==> config.mk <==
export PLATFORM = sky130hd
export DESIGN_NAME = mux_scan_nx1
export DESIGN_NICKNAME = d
export VERILOG_FILES = /design/src/rtl/mux_pkg.sv /design/src/rtl/scan_counter.sv /design/src/rtl/mux_scan_nx1.sv
export SDC_FILE = /design/constraint.sdc
export NUM_CORES = 1
export LEC_CHECK = 0
export CAP_MARGIN = 20
export CORE_MARGIN = 3
export CORE_UTILIZATION = 35
export DETAILED_ROUTE_END_ITERATION = 7
export PLACE_DENSITY = 0.69
export SLEW_MARGIN = 20
export SYNTH_ARGS = -nofsm -noshare
export SYNTH_HDL_FRONTEND = slang
export SYNTH_HIERARCHICAL = 1
export SYNTH_SLANG_ARGS = --single-unit
==> constraint.sdc <==
create_clock -name clk -period 3.05 [get_ports clk]
set_input_delay 0.4575 -clock clk [delete_from_list [all_inputs] [get_ports clk]]
set_output_delay 0.4575 -clock clk [all_outputs]
set_load 0.01 [all_outputs]
==> src/rtl/mux_pkg.sv <==
// Shared definitions for the mux family: mode encodings and a width helper
// that never returns zero, so single-entry ranges still get a 1-bit field.
package mux_pkg;

  localparam logic MODE_MANUAL = 1'b0;
  localparam logic MODE_SCAN   = 1'b1;

  function automatic int unsigned clog2_min1(input int unsigned value);
    int unsigned bits;
    bits = $clog2(value);
    return (bits < 1) ? 1 : bits;
  endfunction

endpackage

==> src/rtl/scan_counter.sv <==
// Channel/dwell sweep counter for scan mode: holds each channel for DWELL
// enabled cycles and wraps explicitly at N_CH-1.
module scan_counter
  import mux_pkg::*;
#(
  parameter int unsigned N_CH  = 16,
  parameter int unsigned DWELL = 1,
  localparam int unsigned SEL_W = clog2_min1(N_CH),
  localparam int unsigned DW_W  = clog2_min1(DWELL)
) (
  input  logic             clk,
  input  logic             rst_n,
  input  logic             clr,
  input  logic             en,
  output logic [SEL_W-1:0] ch_q,
  output logic [DW_W-1:0]  dwell_q,
  output logic             wrap
);

  localparam logic [SEL_W-1:0] LastCh = SEL_W'(N_CH - 1);
  localparam logic [DW_W-1:0]  LastDw = DW_W'(DWELL - 1);

  logic [SEL_W-1:0] ch_d;
  logic [DW_W-1:0]  dwell_d;
  logic             dwell_done;
  logic             last_ch;

  assign dwell_done = (dwell_q == LastDw);
  assign last_ch    = (ch_q == LastCh);
  assign wrap       = !clr && en && dwell_done && last_ch;

  always_comb begin
    ch_d    = ch_q;
    dwell_d = dwell_q;
    if (clr) begin
      ch_d    = '0;
      dwell_d = '0;
    end else if (en) begin
      if (dwell_done) begin
        dwell_d = '0;
        // Explicit wrap keeps non-power-of-2 channel counts in range.
        ch_d    = last_ch ? '0 : ch_q + 1'b1;
      end else begin
        dwell_d = dwell_q + 1'b1;
      end
    end
  end

  always_ff @(posedge clk or negedge rst_n) begin
    if (!rst_n) begin
      ch_q    <= '0;
      dwell_q <= '0;
    end else begin
      ch_q    <= ch_d;
      dwell_q <= dwell_d;
    end
  end

endmodule

==> src/rtl/mux_scan_nx1.sv <==
// Registered N-to-1 mux with manual select or a time-division scan that tags
// each sample with its channel index and marks the start of every frame.
module mux_scan_nx1
  import mux_pkg::*;
#(
  parameter int unsigned N_CH  = 16,
  parameter int unsigned W     = 1,
  parameter int unsigned DWELL = 1,
  localparam int unsigned SEL_W = clog2_min1(N_CH)
) (
  input  logic              clk,
  input  logic              rst_n,
  input  logic [N_CH*W-1:0] data,
  input  logic              mode,
  input  logic [SEL_W-1:0]  select,
  input  logic              en,
  output logic [W-1:0]      y,
  output logic [SEL_W-1:0]  ch,
  output logic              valid,
  output logic              frame_start
);

  localparam int unsigned   DW_W   = clog2_min1(DWELL);
  localparam logic [SEL_W:0] NChExt = (SEL_W + 1)'(N_CH);

  if (N_CH < 2) begin : g_bad_n_ch
    $fatal(1, "mux_scan_nx1: N_CH must be at least 2");
  end
  if (W < 1) begin : g_bad_w
    $fatal(1, "mux_scan_nx1: W must be at least 1");
  end
  if (DWELL < 1) begin : g_bad_dwell
    $fatal(1, "mux_scan_nx1: DWELL must be at least 1");
  end

  logic [SEL_W-1:0] scan_ch;
  logic [DW_W-1:0]  scan_dw;
  logic             unused_wrap;
  logic             scan_mode;

  assign scan_mode = (mode == MODE_SCAN);

  scan_counter #(
    .N_CH  (N_CH),
    .DWELL (DWELL)
  ) u_scan_counter (
    .clk     (clk),
    .rst_n   (rst_n),
    .clr     (!scan_mode),
    .en      (en),
    .ch_q    (scan_ch),
    .dwell_q (scan_dw),
    .wrap    (unused_wrap)
  );

  logic [SEL_W-1:0] sel_eff;
  logic             in_range;
  logic [W-1:0]     y_sel;

  assign sel_eff  = scan_mode ? scan_ch : select;
  assign in_range = ({1'b0, sel_eff} < NChExt);

  always_comb begin
    y_sel = '0;
    for (int unsigned k = 0; k < N_CH; k++) begin
      if (sel_eff == SEL_W'(k)) y_sel = data[k*W +: W];
    end
  end

  logic [W-1:0]     y_q, y_d;
  logic [SEL_W-1:0] ch_q, ch_d;
  logic             valid_q, valid_d;
  logic             frame_start_q, frame_start_d;

  always_comb begin
    y_d           = in_range ? y_sel : '0;
    // Out-of-range manual selects still report the raw index.
    ch_d          = sel_eff;
    valid_d       = (scan_mode ? en : 1'b1) && in_range;
    frame_start_d = scan_mode && en && (scan_ch == '0) && (scan_dw == '0);
  end

  always_ff @(posedge clk or negedge rst_n) begin
    if (!rst_n) begin
      y_q           <= '0;
      ch_q          <= '0;
      valid_q       <= 1'b0;
      frame_start_q <= 1'b0;
    end else begin
      y_q           <= y_d;
      ch_q          <= ch_d;
      valid_q       <= valid_d;
      frame_start_q <= frame_start_d;
    end
  end

  assign y           = y_q;
  assign ch          = ch_q;
  assign valid       = valid_q;
  assign frame_start = frame_start_q;

endmodule

==> results.cfg <==
[worst_setup_path]
endpoint_kind = register
crit_type = input pin to register
worstPathArrival_ns = 2.33
crit_fanout = 12
r2r_start = u_scan_counter/ch_q[1]
crit_required_ns = 3.20
crit_path_start_kind = input pin
r2r_cells = 5
reg2reg_slack_ns = 1.43
reg2reg_to = y

[cts]
cts_tree = done
clock_path_buffers = 2
numCtsBuffers = 3
hold_buffers = 0
post_cts_buffers = 0
cts.sinks = 11
ctsResizeCount = 0
clkTransAtPathRegs_ns = 0.07
cts_max_level = 1
clk_latency_ns = 0.26
clockRootBuffer = clkbuf_4

[finish]
drive_above_1_share_pct = 13.33
fin_nets = 131
final_cells = 130
n_antenna_cell = 0
area_growth_pct = 45.17

[timing]
fin_crit_sh_pct = 71.49
fin_tns_setup_ns = 0
hold_viol_final = 0
period_needed_ns = 2.180
setup_viol = 0
fin_skew_ns = 0.001707
drv_slew = 0
rsz0062_at_grt = false
max_freq_ghz = 0.4586

[grt]
grt_use_total_pct = 13.47
grt_pass1_wl_um = 2587
antenna_found_initial = 0
grt_pass1_vias = 594
grt_max_degree = 13
grt_overflow = 0

[floorplanning]
ios = 31
fp.dieH_um = 51.54
core_um2 = 1839
die_area_um2 = 2656
start_util_pct = 39.46
die_w_um = 51.54
placementRows = 15

[place]
gp_congestion = 0.7421
hpwl_um = 1235
numPortBuffers = 30
dp_cells = 126

[routing]
ant_nets = 0
wirelength_um = 1590
viasPerCell = 4.954
vias = 644
routedWlPerCell_um = 12.23
firstDrtPassIters = 4
drtIter0Drc = 11
drcViolationCount = 0

[logic_synthesis]
yosysWarnings = 6
synth_fp_nets = 99
syn-instance-count = 74
avgSynthCellArea_um2 = 9.807
synth_area_um2 = 725.7

[pwr]
max-vdd-ir-drop_mv = 0.1573
p_per_area_nw_per_um2 = 352.5
leakage_uw = 0.0004553

[run_status]
status = finished clean

[flow_run]
drv_cap = 0

[hold_path]
worstHoldPathType = input pin to asynchronous set/reset pin
==> how the worst max path moves through the flow <==
stage | startpoint | to | slack, ns | depth (start not counted)
6_report | mode | y | 0.87 | 6
4_1_cts | mode | y | 0.87 | 6
2_1_floorplan | mode | y | 1.52 | 5
5_1_grt | mode | y | 0.75 | 7
3_5_place_dp | mode | y | 0.59 | 6
3_3_place_gp | mode | y | 0.68 | 6
==> placed cells by master (no fill, tap or decap) <==
master           instances
clkbuf_1                 1
and2b_1                  1
a21o_1                   1
and3_4                   1
clkbuf_4                 3
nand2b_1                 2
o211ai_2                 2
mux2i_1                  5
mux2_2                   1
nand2b_4                 1
o21ai_0                  3
a21bo_2                  1
a21oi_1                  5
nor2_1                   2
or4b_1                   1
nor2b_1                  2
nand3b_1                 2
dfrtp_1                 11
or3_1                    1
inv_2                    1
nand4_1                  1
a211oi_2                 1
mux2i_2                  1
buf_4                    1
conb_1                   1
nand2_1                  8
nor3b_1                  1
xnor2_1                  1
clkdlybuf4s50_1         30
nor4_1                   1
inv_1                    2
mux2_4                   1
nor3_1                   3
ha_1                     1
a41oi_1                  1
o21ai_1                  3
o22ai_1                  1
==> sequential cells by signal, summed over array words and instances (netlist names) <==
name                 flops
ch                       4
y                        1
valid                    1
frame_start              1
u_scan_counter/ch_q      4
==> routing by layer <==
metal	wire length (um)	track usage [%]
met1	723	17.67
met2	718	19.07
met3	112	3.725
met4	36	9.170
met5	0	0
==> worst max-delay path, cell delays in order <==
cell and delay, ns:
clkdlybuf4s50_1 0.77, mux2i_2 0.40, inv_2 0.10, or3_1 0.39, o211ai_2 0.14, o21ai_1 0.07
==> per-stage QoR <==
step	area (um^2)	worst slack [ns]	hold WS, ns	util, %	total power (uW)
final	1054	0.8696	0.5123	57.28	371.4
after global routing	1054	0.7458	0.5378	57.28	398.5
after CTS	1054	0.8693	0.5135	57.28	376.9
after detailed placement	1027	0.5898	0.5021	55.85	278.4
after global placement	1027	0.6837	0.5062	55.85	276.6
after floorplan	725.7	1.522	0.1619	-	222.2
==> area by class of cell <==
class	count	area (um^2)
inverters	3	11.26
repair buffers	31	307.8
flip-flops and latches	11	275.3
multi-input cells	56	401.6
fillers	175	785.8
well taps	25	31.28
clock buffers	4	26.28
==> report_power, final <==
group / total [uW] / switching [uW] / internal [uW]
clock: 96.4 / 45.8 / 50.6
combinational: 110 / 44.9 / 65.5
sequential: 165 / 8.27 / 156
total: 371 / 99.1 / 272
Power figures use the tool's default switching activity.
